==> src/rtl/adc_frame_sequencer_pkg.sv <==
// Shared definitions for the ADC frame sequencer and the serial ADC driver.
// Holds the sequencer state encoding, the default sample width and the
// active-low polarity of the startCapture / conversionComplete strobes.
package adc_frame_sequencer_pkg;

  localparam int ADC_RES_DEFAULT = 8;

  // startCapture and conversionComplete are both active low on the driver.
  localparam logic START_ACTIVE = 1'b0;
  localparam logic START_IDLE   = 1'b1;
  localparam logic DONE_ACTIVE  = 1'b0;

  typedef enum logic [2:0] {
    ST_IDLE,
    ST_SETTLE,
    ST_REQ,
    ST_CONV,
    ST_WAIT_IDLE,
    ST_NEXT
  } seq_state_t;

endpackage

==> src/rtl/adc_frame_sequencer_if.sv <==
// Bundle of every sequencer signal except clk/reset.
//   frame control : frameStart, frameAbort (to sequencer); busy, frameDone,
//                   frameErr (from sequencer)
//   sensor select : rowSel, colSel (from sequencer)
//   ADC driver    : adcStart_n (from sequencer); adcCs, adcDone_n, adcData
//   frame buffer  : pixWe, pixAddr, pixData (from sequencer)
// master = the sequencer, slave = its surroundings.
interface adc_frame_sequencer_if
  import adc_frame_sequencer_pkg::*;
#(
  parameter int ADC_RES = ADC_RES_DEFAULT,
  parameter int ADDR_W  = 14
);
  logic               frameStart;
  logic               frameAbort;
  logic               busy;
  logic               frameDone;
  logic               frameErr;
  logic [7:0]         rowSel;
  logic [7:0]         colSel;
  logic               adcStart_n;
  logic               adcCs;
  logic               adcDone_n;
  logic [ADC_RES-1:0] adcData;
  logic               pixWe;
  logic [ADDR_W-1:0]  pixAddr;
  logic [ADC_RES-1:0] pixData;

  modport master (
    input  frameStart, frameAbort, adcCs, adcDone_n, adcData,
    output busy, frameDone, frameErr, rowSel, colSel, adcStart_n,
           pixWe, pixAddr, pixData
  );

  modport slave (
    output frameStart, frameAbort, adcCs, adcDone_n, adcData,
    input  busy, frameDone, frameErr, rowSel, colSel, adcStart_n,
           pixWe, pixAddr, pixData
  );
endinterface

==> src/rtl/adc_frame_sequencer_pixel_scan_counter.sv <==
// Raster position counter for the frame sequencer.
//   clk, reset : clock, asynchronous active-high reset
//   clr_i      : return to pixel (0,0), address 0
//   adv_i      : step to the next pixel in raster order
//   row_o/col_o: current row/column, addr_o: row*COLS+col kept as a counter
//   last_o     : current pixel is the final one of the frame
module adc_frame_sequencer_pixel_scan_counter #(
  parameter int ROWS   = 112,
  parameter int COLS   = 112,
  parameter int ADDR_W = 14
) (
  input  logic              clk,
  input  logic              reset,
  input  logic              clr_i,
  input  logic              adv_i,
  output logic [7:0]        row_o,
  output logic [7:0]        col_o,
  output logic [ADDR_W-1:0] addr_o,
  output logic              last_o
);
  localparam logic [7:0] ROW_LAST = 8'(ROWS - 1);
  localparam logic [7:0] COL_LAST = 8'(COLS - 1);

  logic [7:0]        row_q, row_d, col_q, col_d;
  logic [ADDR_W-1:0] addr_q, addr_d;

  always_comb begin
    row_d  = row_q;
    col_d  = col_q;
    addr_d = addr_q;
    if (clr_i) begin
      row_d  = '0;
      col_d  = '0;
      addr_d = '0;
    end else if (adv_i) begin
      // The address runs linearly, so no multiplier is needed for row*COLS.
      addr_d = addr_q + 1'b1;
      if (col_q == COL_LAST) begin
        col_d = '0;
        row_d = row_q + 8'd1;
      end else begin
        col_d = col_q + 8'd1;
      end
    end
  end

  always_ff @(posedge clk or posedge reset) begin
    if (reset) begin
      row_q  <= '0;
      col_q  <= '0;
      addr_q <= '0;
    end else begin
      row_q  <= row_d;
      col_q  <= col_d;
      addr_q <= addr_d;
    end
  end

  assign row_o  = row_q;
  assign col_o  = col_q;
  assign addr_o = addr_q;
  assign last_o = (row_q == ROW_LAST) && (col_q == COL_LAST);

endmodule

==> src/rtl/adc_frame_sequencer.sv <==
// Frame sequencer: scans the sensor in raster order, and for every pixel
// drives row/col select, waits the analog settle time, runs one conversion
// through the serial ADC driver and writes the sample to the frame buffer.
//   clk   : system clock
//   reset : asynchronous active-high reset
//   bus   : master side of adc_frame_sequencer_if (frame control, sensor
//           select, ADC driver handshake, frame buffer write port)
module adc_frame_sequencer
  import adc_frame_sequencer_pkg::*;
#(
  parameter int COLS          = 112,
  parameter int ROWS          = 112,
  parameter int ADC_RES       = ADC_RES_DEFAULT,
  parameter int SETTLE_TICKS  = 4,
  parameter int TIMEOUT_TICKS = 64,
  parameter int ADDR_W        = 14
) (
  input  logic                  clk,
  input  logic                  reset,
  adc_frame_sequencer_if.master bus
);
  localparam logic [7:0] SETTLE_LD  = 8'(SETTLE_TICKS);
  localparam logic [7:0] TIMEOUT_LD = 8'(TIMEOUT_TICKS);

  seq_state_t         state_q, state_d;
  logic [7:0]         cnt_q, cnt_d;
  logic               busy_q, busy_d;
  logic               done_q, done_d;
  logic               err_q, err_d;
  logic               start_n_q, start_n_d;
  logic               we_q, we_d;
  logic [ADC_RES-1:0] data_q, data_d;
  logic               scan_clr, scan_adv, scan_last, tmo_fire;
  logic [7:0]         row_w, col_w;
  logic [ADDR_W-1:0]  addr_w;

  adc_frame_sequencer_pixel_scan_counter #(
    .ROWS(ROWS), .COLS(COLS), .ADDR_W(ADDR_W)
  ) u_scan (
    .clk(clk), .reset(reset), .clr_i(scan_clr), .adv_i(scan_adv),
    .row_o(row_w), .col_o(col_w), .addr_o(addr_w), .last_o(scan_last)
  );

  // One counter serves both the settle delay and the handshake timeout;
  // each wait state reloads it on entry.
  always_comb begin
    state_d   = state_q;
    cnt_d     = cnt_q;
    busy_d    = busy_q;
    done_d    = 1'b0;
    err_d     = err_q;
    start_n_d = start_n_q;
    we_d      = 1'b0;
    data_d    = data_q;
    scan_clr  = 1'b0;
    scan_adv  = 1'b0;
    tmo_fire  = 1'b0;
    case (state_q)
      ST_IDLE: begin
        // A start coinciding with the frameDone pulse is dropped.
        if (bus.frameStart && !done_q) begin
          scan_clr = 1'b1;
          err_d    = 1'b0;
          busy_d   = 1'b1;
          cnt_d    = SETTLE_LD;
          state_d  = ST_SETTLE;
        end
      end
      ST_SETTLE: begin
        if (cnt_q <= 8'd1) begin
          start_n_d = START_ACTIVE;
          cnt_d     = TIMEOUT_LD;
          state_d   = ST_REQ;
        end else begin
          cnt_d = cnt_q - 8'd1;
        end
      end
      ST_REQ: begin
        if (bus.adcCs == 1'b0) begin
          start_n_d = START_IDLE;
          cnt_d     = TIMEOUT_LD;
          state_d   = ST_CONV;
        end else begin
          cnt_d    = cnt_q - 8'd1;
          tmo_fire = (cnt_q <= 8'd1);
        end
      end
      ST_CONV: begin
        if (bus.adcDone_n == DONE_ACTIVE) begin
          data_d  = bus.adcData;
          we_d    = 1'b1;
          cnt_d   = TIMEOUT_LD;
          state_d = ST_WAIT_IDLE;
        end else begin
          cnt_d    = cnt_q - 8'd1;
          tmo_fire = (cnt_q <= 8'd1);
        end
      end
      ST_WAIT_IDLE: begin
        // Waiting for cs to rise keeps a lingering done strobe from being
        // taken as the next pixel's conversion.
        if (bus.adcCs == 1'b1) begin
          state_d = ST_NEXT;
        end else begin
          cnt_d    = cnt_q - 8'd1;
          tmo_fire = (cnt_q <= 8'd1);
        end
      end
      ST_NEXT: begin
        if (bus.frameAbort || scan_last) begin
          done_d  = 1'b1;
          busy_d  = 1'b0;
          state_d = ST_IDLE;
        end else begin
          scan_adv = 1'b1;
          cnt_d    = SETTLE_LD;
          state_d  = ST_SETTLE;
        end
      end
      default: state_d = ST_IDLE;
    endcase
    if (tmo_fire) begin
      err_d     = 1'b1;
      start_n_d = START_IDLE;
      we_d      = 1'b0;
      done_d    = 1'b1;
      busy_d    = 1'b0;
      state_d   = ST_IDLE;
    end
  end

  always_ff @(posedge clk or posedge reset) begin
    if (reset) begin
      state_q   <= ST_IDLE;
      cnt_q     <= '0;
      busy_q    <= 1'b0;
      done_q    <= 1'b0;
      err_q     <= 1'b0;
      start_n_q <= START_IDLE;
      we_q      <= 1'b0;
      data_q    <= '0;
    end else begin
      state_q   <= state_d;
      cnt_q     <= cnt_d;
      busy_q    <= busy_d;
      done_q    <= done_d;
      err_q     <= err_d;
      start_n_q <= start_n_d;
      we_q      <= we_d;
      data_q    <= data_d;
    end
  end

  assign bus.busy       = busy_q;
  assign bus.frameDone  = done_q;
  assign bus.frameErr   = err_q;
  assign bus.adcStart_n = start_n_q;
  assign bus.pixWe      = we_q;
  assign bus.pixData    = data_q;
  assign bus.rowSel     = row_w;
  assign bus.colSel     = col_w;
  assign bus.pixAddr    = addr_w;

endmodule

==> src/flat_wrapper.sv <==
// flat-port wrapper written by rule: the top's interface ports become plain ports
module adc_frame_sequencer_flat import adc_frame_sequencer_pkg::*;
#(
  parameter int COLS          = 112,
  parameter int ROWS          = 112,
  parameter int ADC_RES       = ADC_RES_DEFAULT,
  parameter int SETTLE_TICKS  = 4,
  parameter int TIMEOUT_TICKS = 64,
  parameter int ADDR_W        = 14
)
  (clk, reset, bus_frameStart, bus_frameAbort, bus_adcCs, bus_adcDone_n, bus_adcData, bus_busy, bus_frameDone, bus_frameErr, bus_rowSel, bus_colSel, bus_adcStart_n, bus_pixWe, bus_pixAddr, bus_pixData);
  adc_frame_sequencer_if #(.ADC_RES(ADC_RES), .ADDR_W(ADDR_W)) bus_i ();
  input  logic clk;
  input  logic reset;
  input wire logic [$bits(bus_i.frameStart)-1:0] bus_frameStart;
  input wire logic [$bits(bus_i.frameAbort)-1:0] bus_frameAbort;
  input wire logic [$bits(bus_i.adcCs)-1:0] bus_adcCs;
  input wire logic [$bits(bus_i.adcDone_n)-1:0] bus_adcDone_n;
  input wire logic [$bits(bus_i.adcData)-1:0] bus_adcData;
  output wire logic [$bits(bus_i.busy)-1:0] bus_busy;
  output wire logic [$bits(bus_i.frameDone)-1:0] bus_frameDone;
  output wire logic [$bits(bus_i.frameErr)-1:0] bus_frameErr;
  output wire logic [$bits(bus_i.rowSel)-1:0] bus_rowSel;
  output wire logic [$bits(bus_i.colSel)-1:0] bus_colSel;
  output wire logic [$bits(bus_i.adcStart_n)-1:0] bus_adcStart_n;
  output wire logic [$bits(bus_i.pixWe)-1:0] bus_pixWe;
  output wire logic [$bits(bus_i.pixAddr)-1:0] bus_pixAddr;
  output wire logic [$bits(bus_i.pixData)-1:0] bus_pixData;
  assign bus_i.frameStart = bus_frameStart;
  assign bus_i.frameAbort = bus_frameAbort;
  assign bus_i.adcCs = bus_adcCs;
  assign bus_i.adcDone_n = bus_adcDone_n;
  assign bus_i.adcData = bus_adcData;
  assign bus_busy = bus_i.busy;
  assign bus_frameDone = bus_i.frameDone;
  assign bus_frameErr = bus_i.frameErr;
  assign bus_rowSel = bus_i.rowSel;
  assign bus_colSel = bus_i.colSel;
  assign bus_adcStart_n = bus_i.adcStart_n;
  assign bus_pixWe = bus_i.pixWe;
  assign bus_pixAddr = bus_i.pixAddr;
  assign bus_pixData = bus_i.pixData;
  adc_frame_sequencer #(.COLS(COLS), .ROWS(ROWS), .ADC_RES(ADC_RES), .SETTLE_TICKS(SETTLE_TICKS), .TIMEOUT_TICKS(TIMEOUT_TICKS), .ADDR_W(ADDR_W)) u_core (.clk(clk), .reset(reset), .bus(bus_i));
endmodule
==> config.mk <==
export PLATFORM = sky130hd
export DESIGN_NAME = adc_frame_sequencer_flat
export DESIGN_NICKNAME = d
export VERILOG_FILES = /design/src/rtl/adc_frame_sequencer_pkg.sv /design/src/rtl/adc_frame_sequencer_if.sv /design/src/rtl/adc_frame_sequencer_pixel_scan_counter.sv /design/src/rtl/adc_frame_sequencer.sv /design/src/flat_wrapper.sv
export SDC_FILE = /design/constraint.sdc
export NUM_CORES = 1
export LEC_CHECK = 0
export CAP_MARGIN = 25
export CORE_MARGIN = 1
export CORE_UTILIZATION = 47
export DETAILED_ROUTE_END_ITERATION = 16
export PLACE_DENSITY = 0.87
export RECOVER_POWER = 100
export REMOVE_ABC_BUFFERS = 1
export SETUP_SLACK_MARGIN = 0.1
export SLEW_MARGIN = 20
export SYNTH_ARGS = -nofsm -noshare
export SYNTH_HDL_FRONTEND = slang
export SYNTH_SLANG_ARGS = --single-unit
==> constraint.sdc <==
create_clock -name clk -period 1.89 [get_ports clk]
set_input_delay 0.567 -clock clk [delete_from_list [all_inputs] [get_ports clk]]
set_output_delay 0.567 -clock clk [all_outputs]
set_load 0.03 [all_outputs]
Word-level counts from Yosys, hierarchy flattened. Cells that the tools add are included.

Register bits after elaboration: 54. Word-level logic and storage cells: 100.

Eq/ne operators: 16. Mux-type cells: 48. Add/subtract/negate cells: 4. Order comparisons: 1. Bitwise operators: 1. Reductions and logical operators: 19.

Operator list (count): 2-to-1 mux 8 bit (12); one-hot mux 8 bit (6 select lines) (1); 2-to-1 mux 14 bit (2); 2-to-1 mux 1 bit (23); 2-to-1 mux 3 bit (6); one-hot mux 3 bit (6 select lines) (1); adder 8 x 1 -> 8 bit (second input constant) (2); equality test 8 x 7 -> 1 bit (second input constant) (2); adder 14 x 1 -> 14 bit (second input constant) (1); != test 3 x 1 -> 1 bit (second input constant) (3); != test 3 x 2 -> 1 bit (second input constant) (3); <= comparator 8 x 1 -> 1 bit (second input constant) (1); nonzero test 2 bit (4); subtractor 8 x 1 -> 8 bit (second input constant) (1); equality test 3 x 2 -> 1 bit (second input constant) (2); equality test 3 bit (second input constant) (2); AND reduction 2 bit (3); AND reduction 3 bit (2); nonzero test 3 bit (2); nonzero test 6 bit (1); AND reduction 5 bit (1); != test 2 bit (second input constant) (2); one-hot mux 1 bit (2 select lines) (2); AND reduction 4 bit (1); 8 further kinds (9).

Depth between registers and ports, before layout. Gate-level depths: netlist of run 1.

Word-level depth: 7. Depth in mapped cells: 7. Depth with buffers taken out: 7.

Hierarchy. Synthesis of run 1 repeated with hierarchy kept, for this count alone.

Cells, all modules: 296. Area total of the unflattened synthesis: 2960.3 µm².

By module, submodules not included: adc_frame_sequencer_pixel_scan_counter (cells each 170, area each 1689.1 µm², instances 1); adc_frame_sequencer (cells each 126, area each 1271.2 µm², instances 1).

Worst setup path before layout of run 1. Ideal clock, no wire load.

Kind: register -> register. From: register u_core.u_scan.col_q[0] (netlist: u_core.u_scan.col_o[0]). To: register u_core.cnt_q[6]. Path buffers: 0. Slack: -0.121 ns. Arrival time: 1.890 ns. Cell stages (with the launch flop): 7. Period minus slack after synthesis: 2.011 ns. Cells stage by stage: dfrtp_1 -> ha_1 -> and4_1 -> nand4_2 -> o2111ai_2 -> a21oi_1 -> o22a_1.

Cells in the longest elaborated chain, start to end: 5.

RTL lines: start: declaration (line adc_frame_sequencer_pixel_scan_counter.sv:24) `logic [7:0] row_q, row_d, col_q, col_d;`; start signal: assignment (line adc_frame_sequencer_pixel_scan_counter.sv:54) `col_q <= col_d;`; equality test 8 x 7 -> 1 bit (line adc_frame_sequencer_pixel_scan_counter.sv:62) `assign last_o = (row_q == ROW_LAST) && (col_q == COL_LAST);`; logical AND 1 bit (line adc_frame_sequencer_pixel_scan_counter.sv:62); logical OR 1 bit (line adc_frame_sequencer.sv:110) `if (bus.frameAbort || scan_last) begin`; != test 2 bit (no source line); AND reduction 4 bit (no source line); end signal: assignment (line adc_frame_sequencer.sv:144) `cnt_q <= cnt_d;`; end: declaration (line adc_frame_sequencer.sv:26) `logic [7:0] cnt_q, cnt_d;`.

Every way passes these cells. A chain may end at the register's enable or synchronous reset.

Worst setup path in the final report of run 1.
From: register u_core.cnt_q[3]. To: register u_core.state_q[0].

Cells in the longest elaborated chain, start to end: 5.

RTL lines: <= comparator 8 x 1 -> 1 bit *; 2-to-1 mux 1 bit (on tied branches) (line adc_frame_sequencer.sv:102, adc_frame_sequencer.sv:79, adc_frame_sequencer.sv:89); one-hot mux 1 bit (3 select lines) (line adc_frame_sequencer.sv:58) `case (state_q)`; != test 3 x 1 -> 1 bit (no source line) or != test 3 x 2 -> 1 bit (tied branches); AND reduction 5 bit (no source line); end signal: assignment (line adc_frame_sequencer.sv:143) `state_q <= state_d;`; end: declaration (line adc_frame_sequencer.sv:25) `seq_state_t state_q, state_d;`.

Mark *: on every way between the ends. The rest lies on a longest branch, timed or not.

==> summary.md, run 1 <==
| Metric | Value |
|---|---|
| Placed Cells | 460 |
| Period Utilization, post-route | 1.00 |
| Slew headroom | 0.546 |
| Via count of the first global-routing pass | 2919 |
| Initial antenna violation count | 0 |
| End of the worst register-to-register path | u_core.state_q[0]$_DFFE_PP0P_ |
| Syn. warnings | 0 |
| Fraction of power spent switching nets | 0.407 |
| WP buf/inv | 0 |
| Number of port buffers | 56 |
| Worst min-delay path class | reg2reg |
| Total leakage power | slightly below 2 nW |
| Area of the core region | between 6000 and 7000 um^2 |
| Flop pwr share | 0.313 |
| Layout area overhead | 51.3% |
| Via-to-Cell Ratio | about 6.2 |
| Pin count of the biggest net entering global routing | 24 |
| Number of distinct standard cells referenced by the synthesized netlist | 59 |
| Worst path depth | 5 |
| Initial standard-cell utilization of the core | 0.494 |
| Clock insertion delay at the later pin of the skew report | around 320 ps |
| Worst reg2reg startpoint | u_core.cnt_q[3]$_DFFE_PP0P_ |
| Clock tree from TritonCTS | built |
| Wire length of the first global-routing pass | about 14 mm |
| Die extent in y | approximately 80 um |
| Flop-to-flop setup slack | -6 ps |
| First element of the critical path | u_core.cnt_q[3]$_DFFE_PP0P_ |
| Required time of the critical path | about 2100 ps |
| CP max-delay cell | sky130_fd_sc_hd__or4_4 |
| Power density normalized to cell area | between 1000 and 1500 nW/um^2 |
| Max capacitance violation total | 0 |
| Family of cells with the greatest summed delay on the critical path | simple AND/OR/NAND/NOR gates |
| Transition at the pin with the smallest max-transition slack | approximately 700 ps |
| Combined area of all synthesized cells | approximately 3000 um^2 |
| Fraction of layout cells with a size suffix above 1 | 0.367 |
| Final slew viol count | 0 |
| Number of sinks driven by the clock tree | between 50 and 60 |
| Peak supply drop | 1.05 mV |
| Root Buffer | sky130_fd_sc_hd__clkbuf_8 |
| Outcome | finished with violations |
| Crit path largest cell delay | between 500 and 600 ps |
| Predominant post-synthesis flop cell | sky130_fd_sc_hd__dfrtp_1 |
| Part of the total power dissipated in the clock network | 0.157 |
| F_max | 527 MHz |
| Critical-path cell list | or2_1 > or4_4 > a22oi_2 > mux2i_1 > o21a_1 |
| Count of final hold-check violations | 0 |
| Cell Count, Final, Fillers Out | 492 |
| Worst clock skew | roughly 13 ps |
| H-tree levels | 2 |
| Depth of the most critical reg-to-reg path | 5 |
| Number of hold buffers added after CTS | 0 |
| Post-route antenna net violation count | 0 |
| Crit path capture type | flip-flop |
| Number of cells produced by synthesis | roughly 300 |
| Worst Setup EP | u_core.state_q[0]$_DFFE_PP0P_ |
| Post-synth EDFFs | 0 |
| Number of diodes added for antenna fixing | 0 |
| Failing checks | negative setup slack |
| Total routing usage reported by global routing | 0.273 |
| Number of placement rows | 28 |
| Internal Dissipation | slightly below 3 mW |
| Arrival time reported for the critical path endpoint | roughly 2200 ps |
| Minimum clock period after layout | about 1900 ps |
| TritonRoute pass-1 iters | 7 |
| Filler cell count in the final layout | around 370 |
| Detailed-route DRC error count | 0 |
| DR vias | 3050 |
| Iteration-0 DRC Markers | 248 |
| Horizontal die dimension | slightly above 80 um |
| Final setup violating endpoints | 1 |
| Overflow after GRT | 0 |
| Unrepaired setup endpoints after global routing | yes |
| Die footprint | 6660 um^2 |
| Proportion of register bits with asynchronous set or reset after synthesis | 1.00 |
| Post-synthesis area per instance | ~10 um^2 |
| Final RePlAce weighted congestion | ~0.84 |
| Post-layout net count | about 440 |
| Average wire per cell in the routed design | 19.8 um |
| Sequential fraction of the synthesis area | 0.454 |
| Number of synthesized register bits | 54 |
| Final TNS setup | -6.04 ps |
| Clock input transition at the sequential cells of the worst setup and hold paths | around 90 ps |
| Category of the worst setup path launch point | flip-flop |
| Bufs on Longest Clock Path | 2 |
| Share of power burned in combinational logic | 0.529 |
| Power dissipated by switching net loads | roughly 2 mW |
| TritonCTS Buffers | 5 |
| Critical path peak fanout | 4 |
| Ports placed on the boundary | 57 |
| HPWL after DPL | ~5.4 mm |
| Aggregate routed wire length | ~9.7 mm |
| Crit path kind | reg2reg |
| Final WS setup | -6.04 ps |
[sequential cells by signal, indices dropped and copies added (netlist names), 3 cells and up]
| name | cells |
|---|---|
| u_core.state_q | 3 |
| u_core.u_scan.addr_o | 14 |
| u_core.cnt_q | 8 |
| u_core.bus.pixData | 8 |
| u_core.u_scan.col_o | 8 |
| u_core.u_scan.row_o | 8 |
[cell usage in the layout, fill, tap and decap left out, types with 6 or more instances in the layout]
| master | synthesis | layout |
|---|---|---|
| sky130_fd_sc_hd__a21oi_1 | 17 | 12 |
| sky130_fd_sc_hd__buf_4 | 0 | 57 |
| sky130_fd_sc_hd__clkbuf_1 | 6 | 11 |
| sky130_fd_sc_hd__clkdlybuf4s50_1 | 0 | 9 |
| sky130_fd_sc_hd__dfrtp_1 | 53 | 48 |
| sky130_fd_sc_hd__dlygate4sd2_1 | 0 | 29 |
| sky130_fd_sc_hd__inv_1 | 7 | 7 |
| sky130_fd_sc_hd__mux2_2 | 9 | 9 |
| sky130_fd_sc_hd__nand2_1 | 12 | 10 |
| sky130_fd_sc_hd__nand3_1 | 12 | 11 |
| sky130_fd_sc_hd__nand4_1 | 9 | 9 |
| sky130_fd_sc_hd__nor2_1 | 39 | 36 |
| sky130_fd_sc_hd__nor3_1 | 6 | 6 |
| sky130_fd_sc_hd__nor4_2 | 7 | 7 |
| sky130_fd_sc_hd__o21ai_0 | 7 | 7 |
| sky130_fd_sc_hd__xnor2_1 | 15 | 15 |
| sky130_fd_sc_hd__xor2_1 | 8 | 8 |
[cell families after synthesis]
logic type | Yosys count | share of synthesized area
XOR/XNOR | 23 | 0.0677
flip-flops | 54 | 0.454
AO/OA/AOI/OAI | 52 | 0.113
multiplexers | 11 | 0.0408
AND/OR/NAND/NOR | 134 | 0.277
buffers and inverters | 19 | 0.0261
adder cells (fa/ha/maj) | 5 | 0.0210
[power groups by stage]
stage	Clock, mW	Combinational (mW)	Sequential, mW
3_3_place_gp	0	2.10	1.54
4_1_cts	0.801	2.26	1.54
6_report	0.785	2.64	1.56
5_1_grt	0.849	2.81	1.58
3_5_place_dp	0	2.16	1.56
2_1_floorplan	0	0.957	1.83
[worst min path at each step]
| stage | endpoint | slack [ps] | cells past startpoint | from |
|---|---|---|---|---|
| 3_5_place_dp | u_core.bus.pixData[7]$_DFFE_PP0P_ | 500 | 1 | u_core.bus.pixData[7]$_DFFE_PP0P_ |
| 6_report | u_core.bus.pixData[7]$_DFFE_PP0P_ | 510 | 1 | u_core.bus.pixData[7]$_DFFE_PP0P_ |
| 5_1_grt | u_core.bus.pixData[1]$_DFFE_PP0P_ | 520 | 1 | u_core.bus.pixData[1]$_DFFE_PP0P_ |
| 2_1_floorplan | u_core.cnt_q[5]$_DFFE_PP0P_ | 480 | 1 | u_core.cnt_q[4]$_DFFE_PP0P_ |
| 4_1_cts | u_core.bus.pixData[7]$_DFFE_PP0P_ | 510 | 1 | u_core.bus.pixData[7]$_DFFE_PP0P_ |
| 3_3_place_gp | u_core.bus.busy$_DFFE_PP0P_ | 490 | 2 | u_core.bus.busy$_DFFE_PP0P_ |
[cells in the mapped netlist, types with 2 or more instances]
library cell               instances  area (um^2)
sky130_fd_sc_hd__o21ai_1           7         35.0
sky130_fd_sc_hd__nor4_1            4         25.0
sky130_fd_sc_hd__or4_1             5         37.5
sky130_fd_sc_hd__a21o_1            2         15.0
sky130_fd_sc_hd__nand3_1          12         60.1
sky130_fd_sc_hd__o22ai_1           3         18.8
sky130_fd_sc_hd__nand2_1          12         45.0
sky130_fd_sc_hd__dfrtp_1          53         1330
sky130_fd_sc_hd__nor2_1           39          146
sky130_fd_sc_hd__o31ai_1           2         15.0
sky130_fd_sc_hd__or3b_1            2         17.5
sky130_fd_sc_hd__o41ai_1           2         17.5
sky130_fd_sc_hd__and4_1            3         26.3
sky130_fd_sc_hd__xnor2_1          15          131
sky130_fd_sc_hd__clkbuf_1          6         22.5
sky130_fd_sc_hd__or3_1             2         12.5
sky130_fd_sc_hd__mux2i_1           2         20.0
sky130_fd_sc_hd__nor4b_2           2         30.0
sky130_fd_sc_hd__and2_1            3         18.8
sky130_fd_sc_hd__ha_1              5         62.6
sky130_fd_sc_hd__and3_1            2         12.5
sky130_fd_sc_hd__nand3_2           2         20.0
sky130_fd_sc_hd__nor2b_1           5         31.3
sky130_fd_sc_hd__nor3b_1           4         30.0
sky130_fd_sc_hd__a22oi_1           2         15.0
sky130_fd_sc_hd__nor3_1            6         30.0
sky130_fd_sc_hd__o21ai_0           7         35.0
sky130_fd_sc_hd__nor4_2            7         87.6
sky130_fd_sc_hd__nand2b_1          3         18.8
sky130_fd_sc_hd__buf_2             5         25.0
sky130_fd_sc_hd__mux2_2            9          101
sky130_fd_sc_hd__xor2_1            8         70.1
sky130_fd_sc_hd__inv_1             7         26.3
sky130_fd_sc_hd__nand4_1           9         56.3
sky130_fd_sc_hd__a21oi_1          17         85.1
[layer usage]
layer	vias up	GRT usage	routed length, um
met2	194	0.502	5170
met5	-	0	0
met1	1481	0.300	3410
li1	1326	-	-
met3	49	0.0511	657
met4	0	0.132	489
[repair_timing]
item                                    4_1_cts  5_1_grt
buffers inserted                             11       12
resized for setup                            74       68
cloned                                        1        0
pin swaps                                     5       12
endpoints found under the setup margin       74       47
[layout make-up]
| type | instances | area, um^2 | share of cell area |
|---|---|---|---|
| Inverter | 7 | 26.3 | 0.00583 |
| Timing Repair Buffer | 122 | 1030 | 0.230 |
| Tap cell | 75 | 93.8 | 0.0208 |
| Clock buffer | 6 | 72.6 | 0.0161 |
| Multi-Input combinational cell | 226 | 1880 | 0.417 |
| Clock inverter | 2 | 37.5 | 0.00833 |
| Sequential cell | 54 | 1360 | 0.302 |
[worst register-to-register path: cells and delay by family (launching register included)]
kind / cells / cell delay, ps
multiplexers: 1 / 250
flip-flops: 1 / 440
AO/OA/AOI/OAI: 2 / 310
AND/OR/NAND/NOR: 2 / 850
[metrics by stage]
step                 util  hold WS, ps  area (um^2)  power, mW  setup WS (ps)
floorplan               -          480         2930       2.78          -1520
global placement    0.657          485         3960       3.64           -349
detailed placement  0.657          495         3960       3.72           -401
CTS                 0.705          513         4250       4.60           37.8
global route        0.748          525         4500       5.24          -54.7
finish              0.748          507         4500       4.99          -6.04
Note: power is estimated with default switching activity, not from simulation.
==> inputs of run 2 (changes only) <==
CORE_MARGIN = 2   (was 1)
==> run 2 against run 1 <==
  * The run still ends with negative setup slack left
  * Via count rose by 1.0%
  * Die area rose by 5.0%
  * Power rose by 7.7%
  * Wire length rose by 7.0%
  * Non-clock buffer count rose by 4
  * Register-to-register slack got worse by 90 ps
  * Utilization rose by 2.0 points
  * Critical path type unchanged
==> summary.md, run 2 (same netlist as run 1, synthesis figures left out) <==
| Metric | Value |
|---|---|
| H-tree levels | 2 (unchanged) |
| Power density normalized to cell area | 1160 nW/um^2 (+4.9%) |
| Unrepaired setup endpoints after global routing | yes |
| Wire length of the first global-routing pass | 15.0 mm (+8.6%) |
| Post-route antenna net violation count | 0 (unchanged) |
| Aggregate routed wire length | 10.4 mm (+7.0%) |
| Depth of the most critical reg-to-reg path | 7 (+2) |
| Total chip power | 5.37 mW (+7.7%) |
| Initial standard-cell utilization of the core | 0.494 (unchanged) |
| Die extent in y | 83.6 um (+2.5%) |
| Worst Setup EP | u_core.state_q[0]$_DFFE_PP0P_ |
| Largest register FFs | 14 (unchanged) |
| F_max | 504 MHz (-4.5%) |
| Root Buffer | sky130_fd_sc_hd__clkbuf_8 |
| Bufs on Longest Clock Path | 2 (unchanged) |
| Initial antenna violation count | 0 (unchanged) |
| Flop-to-flop setup slack | -100 ps (-90 ps) |
| Final setup violating endpoints | 6 (+5) |
| Outcome | finished with violations |
| Transition at the pin with the smallest max-transition slack | 655 ps (-24.3 ps) |
| Minimum clock period after layout | 1990 ps (+89.2 ps) |
| Clock insertion delay at the later pin of the skew report | 320 ps (about the same) |
| Layout area overhead | 55.3% |
| Die footprint | 6990 um^2 (+5.0%) |
| First element of the critical path | u_core.cnt_q[0]$_DFFE_PP0P_ |
| Crit path kind | reg2reg |
| Most frequent cells in the layout | sky130_fd_sc_hd__buf_4 (56), sky130_fd_sc_hd__dfrtp_1 (47), sky130_fd_sc_hd__nor2_1 (36), sky130_fd_sc_hd__dlygate4sd2_1 (32), sky130_fd_sc_hd__xnor2_1 (15) |
| Core occupancy in the finished layout | 0.767 (+0.0197) |
| Final slew viol count | 0 (unchanged) |
| Peak supply drop | 0.863 mV (-17%) |
| Iteration-0 DRC Markers | 250 (+0.81%) |
| Category of the worst setup path launch point | flip-flop |
| Failing checks | negative setup slack |
| Slew headroom | 0.563 (+0.0167) |
| Final cell area excluding filler cells | 4620 um^2 (+2.6%) |
| Worst reg2reg startpoint | u_core.cnt_q[0]$_DFFE_PP0P_ |
| Clock input transition at the sequential cells of the worst setup and hold paths | 90 ps (about the same) |
| Worst Hold Slack | 505 ps (-1.73 ps) |
| HPWL after DPL | 5.56 mm (+3.3%) |
| Most common library cell in the layout ignoring fill and taps | sky130_fd_sc_hd__buf_4 |
| Number of sinks driven by the clock tree | 54 (unchanged) |
| Clock tree from TritonCTS | built |
| Final TNS setup | -184 ps (-177 ps) |
| Number of port buffers | 56 (unchanged) |
| TritonCTS Buffers | 5 (unchanged) |
| Detailed-route DRC error count | 0 (unchanged) |
| Pin count of the biggest net entering global routing | 36 (+50%) |
| Horizontal die dimension | 83.6 um (+2.5%) |
| Area of the core region | 6030 um^2 (unchanged) |
| Total placed instance area | 3960 um^2 (about the same) |
| Worst clock skew | 16.6 ps (+3.96 ps) |
| TritonRoute pass-1 iters | 5 (-2) |
| Via count of the first global-routing pass | 2998 (+2.7%) |
| Via-to-Cell Ratio | 6.21 (+0.23%) |
| Total routing usage reported by global routing | 0.262 (-0.0113) |
| End of the worst register-to-register path | u_core.state_q[0]$_DFFE_PP0P_ |
| Required time of the critical path | 2130 ps (about the same) |
| Max capacitance violation total | 0 (unchanged) |
| Overflow after GRT | 0 (unchanged) |
| Ports placed on the boundary | 57 (unchanged) |
| Average wire per cell in the routed design | 21.0 um (+6.2%) |
| Number of placement rows | 28 (unchanged) |
| Final RePlAce weighted congestion | 0.878 (+5.2%) |
| Total leakage power | 2.06 nW (+4.1%) |
| Arrival time reported for the critical path endpoint | 2230 ps (+80 ps) |
| Crit path capture type | flip-flop |
| Fraction of layout cells with a size suffix above 1 | 0.378 (+0.0108) |
| Critical path peak fanout | 3 (-1) |
| Final WS setup | -95.3 ps (-89.2 ps) |
| Post-layout net count | 439 (+0.92%) |
| Worst min-delay path class | reg2reg |
| Count of final hold-check violations | 0 (unchanged) |
| Period Utilization, post-route | 1.05 (+0.0472) |
| Number of diodes added for antenna fixing | 0 (unchanged) |
| DR vias | 3082 (+1.0%) |
run 2: worst min path at each step:
| stage | cells past startpoint | from | slack (ps) | to |
|---|---|---|---|---|
| after global routing | 1 | u_core.bus.pixData[7]$_DFFE_PP0P_ | 520 | u_core.bus.pixData[7]$_DFFE_PP0P_ |
| after floorplan | 1 | u_core.cnt_q[4]$_DFFE_PP0P_ | 480 | u_core.cnt_q[5]$_DFFE_PP0P_ |
| after global placement | 2 | u_core.bus.busy$_DFFE_PP0P_ | 490 | u_core.bus.busy$_DFFE_PP0P_ |
| after CTS | 2 | reset | 510 | u_core.state_q[2]$_DFFE_PP0P_ |
| final | 1 | u_core.bus.pixData[3]$_DFFE_PP0P_ | 510 | u_core.bus.pixData[3]$_DFFE_PP0P_ |
| after detailed placement | 1 | u_core.bus.pixData[3]$_DFFE_PP0P_ | 500 | u_core.bus.pixData[3]$_DFFE_PP0P_ |
run 2: critical path, cell delays in order (launching register included):
cell                      delay, ps
sky130_fd_sc_hd__dfrtp_1        420
sky130_fd_sc_hd__inv_1          120
sky130_fd_sc_hd__ha_4           160
sky130_fd_sc_hd__nor2_4          50
sky130_fd_sc_hd__or4_4          520
sky130_fd_sc_hd__a22oi_2        190
sky130_fd_sc_hd__mux2i_1        280
sky130_fd_sc_hd__o21a_1         190
run 2: final cells by class:
type / count / area (um^2)
clock buffers: 7 / 86.3
clock inverters: 1 / 30.0
fillers: 366 / 1400
inverters: 7 / 26.3
multi-input cells: 226 / 1940
flip-flops and latches: 54 / 1360
well taps: 75 / 93.8
repair buffers: 126 / 1080
run 2: through the flow:
| stage | cells | setup WS, ps |
|---|---|---|
| final | 496 | -95.3 |
| after detailed placement | 462 | -395 |
| after global placement | 462 | -344 |
| after floorplan | 286 | -1520 |
| after global routing | 496 | -132 |
| after CTS | 479 | -9.94 |
run 2: repair_timing:
item | in CTS | in global routing
endpoints found under the setup margin | 74 | 60
gates resized for setup | 89 | 76
pin swaps | 11 | 31
gates cloned | 2 | 0
setup buffers | 7 | 17
hold buffers | 0 | 0
run 2: metal layers:
metal	global-route usage	routed length, um	up-vias
li1	-	-	1330
met1	0.314	3900	1518
met2	0.460	5330	184
met3	0.0475	715	50
met4	0.109	460	0
met5	0	0	-
run 2: power by group:
group          internal (mW)  switching, mW  total (mW)
Sequential              1.37          0.184        1.56
Combinational           1.35           1.63        2.99
Clock                  0.433          0.398       0.831
==> inputs of run 3 (changes only) <==
PLACE_DENSITY = unset   (was 0.87)
PLACE_DENSITY_LB_ADDON = 0.05   (was unset)
==> run 3 against run 2 <==
  * The run now ends clean
  * Hold slack improved by 1.7 ps
  * Global-route usage decreased by 4.8 points
  * Via count decreased by 11%
  * Power decreased by 14%
  * Sequential cell count unchanged
  * Maximum frequency increased by 6.6%
  * Die area unchanged
  * Wire length decreased by 25%
==> summary.md, run 3 (same netlist as run 1, synthesis figures left out) <==
| Metric | Value |
|---|---|
| Outcome | finished, final reports clean |
| Via count of the first global-routing pass | 2546 (-15%) |
| Transition at the pin with the smallest max-transition slack | 566 ps (-89.4 ps) |
| Worst Hold Slack | 507 ps (+1.74 ps) |
| Via-to-Cell Ratio | 5.62 (-9.6%) |
| Final TNS setup | 0 ps (+184 ps) |
| Internal Dissipation | 2.81 mW (-11%) |
| Required time of the critical path | 2080 ps (-50 ps) |
| HPWL after DPL | 5.10 mm (-8.4%) |
| Power dissipated by switching net loads | 1.82 mW (-18%) |
| TritonCTS Buffers | 5 (unchanged) |
| Fraction of power spent switching nets | 0.393 (-0.0196) |
| F_max | 537 MHz (+6.6%) |
| Largest register FFs | 14 (unchanged) |
| Fraction of layout cells with a size suffix above 1 | 0.342 (-0.0355) |
| Area of the core region | 6030 um^2 (unchanged) |
| Clock insertion delay at the later pin of the skew report | 300 ps (-20 ps) |
| H-tree levels | 2 (unchanged) |
| Flop pwr share | 0.332 (+0.042) |
| TritonRoute pass-1 iters | 4 (-1) |
| Aggregate routed wire length | 7.77 mm (-25%) |
| Initial standard-cell utilization of the core | 0.494 (unchanged) |
| Final WS setup | 27.5 ps (+123 ps) |
| Number of hold buffers added after CTS | 0 (unchanged) |
| Count of final hold-check violations | 0 (unchanged) |
| Detailed-route DRC error count | 0 (unchanged) |
| Total routing usage reported by global routing | 0.213 (-0.0483) |
| Crit path capture type | flip-flop |
| Layout area overhead | 48.9% |
| Peak supply drop | 0.773 mV (-10%) |
| Iteration-0 DRC Markers | 116 (-54%) |
| Total leakage power | 2.01 nW (-2.5%) |
| Number of placement rows | 28 (unchanged) |
| Part of the total power dissipated in the clock network | 0.143 (-0.012) |
| Period Utilization, post-route | 0.985 (-0.0650) |
| Most common library cell in the layout ignoring fill and taps | sky130_fd_sc_hd__buf_4 |
| Bufs on Longest Clock Path | 2 (unchanged) |
| Number of port buffers | 56 (unchanged) |
| Overflow after GRT | 0 (unchanged) |
| Pin count of the biggest net entering global routing | 26 (-28%) |
| Category of the worst setup path launch point | flip-flop |
| Minimum clock period after layout | 1860 ps (-123 ps) |
| Cell Count, Final, Fillers Out | 490 (-1.2%) |
| Final RePlAce weighted congestion | 0.831 (-5.4%) |
| Final setup violating endpoints | 0 (-6) |
| Share of power burned in combinational logic | 0.525 (-0.031) |
| Root Buffer | sky130_fd_sc_hd__clkbuf_8 |
| Clock tree from TritonCTS | built |
| Post-route antenna net violation count | 0 (unchanged) |
| Post-layout net count | 433 (-1.4%) |
| Die extent in y | 83.6 um (unchanged) |
| Total placed instance area | 4020 um^2 (+1.6%) |
| Placed Cells | 467 (+1.1%) |
| Ports placed on the boundary | 57 (unchanged) |
| Average wire per cell in the routed design | 15.9 um (-24%) |
| DR vias | 2753 (-11%) |
| Power density normalized to cell area | 1050 nW/um^2 (-10%) |
| Max capacitance violation total | 0 (unchanged) |
| Wire length of the first global-routing pass | 12.3 mm (-18%) |
| Number of sinks driven by the clock tree | 54 (unchanged) |
| Worst min-delay path class | reg2reg |
| Worst clock skew | 9.91 ps (-6.67 ps) |
| Final slew viol count | 0 (unchanged) |
| Pre-CTS setup slack | -469 ps (-74.0 ps) |
| Unrepaired setup endpoints after global routing | yes |
| Initial antenna violation count | 0 (unchanged) |
| Most frequent cells in the layout | sky130_fd_sc_hd__buf_4 (56), sky130_fd_sc_hd__dfrtp_1 (50), sky130_fd_sc_hd__nor2_1 (36), sky130_fd_sc_hd__dlygate4sd2_1 (35), sky130_fd_sc_hd__xnor2_1 (15) |
| Final cell area excluding filler cells | 4430 um^2 (-4.1%) |
| Die footprint | 6990 um^2 (unchanged) |
| Arrival time reported for the critical path endpoint | 2050 ps (-180 ps) |
| Number of diodes added for antenna fixing | 0 (unchanged) |
| Critical path peak fanout | 5 (+2) |
| Crit path kind | reg2reg |
| Horizontal die dimension | 83.6 um (unchanged) |
| Slew headroom | 0.622 (+0.0592) |
| Clock input transition at the sequential cells of the worst setup and hold paths | 100 ps (about the same) |
[run 3: what timing repair did]
item                                   CTS  global route
endpoints found under the hold margin    0             0
buffers inserted                         2            12
gates resized for setup                 66            54
pin swaps                                3            18
setup endpoints to repair               74            55
gates cloned                             0             1
[run 3: critical path, stage by stage, from the launching register on]
cell	delay, ps
sky130_fd_sc_hd__dfrtp_1	440
sky130_fd_sc_hd__or3b_4	440
sky130_fd_sc_hd__nor4_4	330
sky130_fd_sc_hd__buf_12	160
sky130_fd_sc_hd__nor2_2	50
sky130_fd_sc_hd__o31ai_4	270
sky130_fd_sc_hd__nor2_1	60
[run 3: metrics by stage]
| stage | total power, mW | util |
|---|---|---|
| after global placement | 3.67 | 0.668 |
| final | 4.63 | 0.735 |
| after detailed placement | 3.72 | 0.668 |
| after global routing | 4.94 | 0.735 |
| after CTS | 4.40 | 0.691 |
| after floorplan | 2.78 | - |
[run 3: final cells by class]
cell class	count	area (um^2)
repair buffers	120	1030
clock buffers	8	90.1
inverters	7	26.3
multi-input cells	226	1830
flip-flops and latches	54	1360
fillers	450	1590
well taps	75	93.8
[run 3: path summary, 6_finish.rpt]
kind                                               startpoint                                 to  slack (ps)  depth (start not counted)
setup / recovery           u_core.u_scan.col_o[4]$_DFFE_PP0P_        u_core.bus.busy$_DFFE_PP0P_          30                          6
setup reg to reg           u_core.u_scan.col_o[4]$_DFFE_PP0P_        u_core.bus.busy$_DFFE_PP0P_          30                          6
max in group asynchronous                               reset  u_core.bus.adcStart_n$_DFFE_PP1P_         280                          3
hold / removal              u_core.bus.pixData[1]$_DFFE_PP0P_  u_core.bus.pixData[1]$_DFFE_PP0P_         510                          1
min in group asynchronous                               reset        u_core.cnt_q[7]$_DFFE_PP0P_         770                          2
hold reg to reg             u_core.bus.pixData[1]$_DFFE_PP0P_  u_core.bus.pixData[1]$_DFFE_PP0P_         510                          1
[run 3: layer usage]
| layer | global-route usage | part of all wire |
|---|---|---|
| met1 | 0.284 | 0.44 |
| met2 | 0.368 | 0.51 |
| met5 | 0 | 0 |
| met4 | 0.0484 | 0.015 |
| met3 | 0.0317 | 0.034 |
[run 3: power groups by stage]
| stage | Sequential (mW) | Combinational [mW] | Clock [mW] |
|---|---|---|---|
| floorplan | 1.83 | 0.957 | 0 |
| global placement | 1.54 | 2.13 | 0 |
| detailed placement | 1.56 | 2.16 | 0 |
| CTS | 1.53 | 2.19 | 0.690 |
| global route | 1.57 | 2.65 | 0.723 |
| finish | 1.54 | 2.43 | 0.663 |
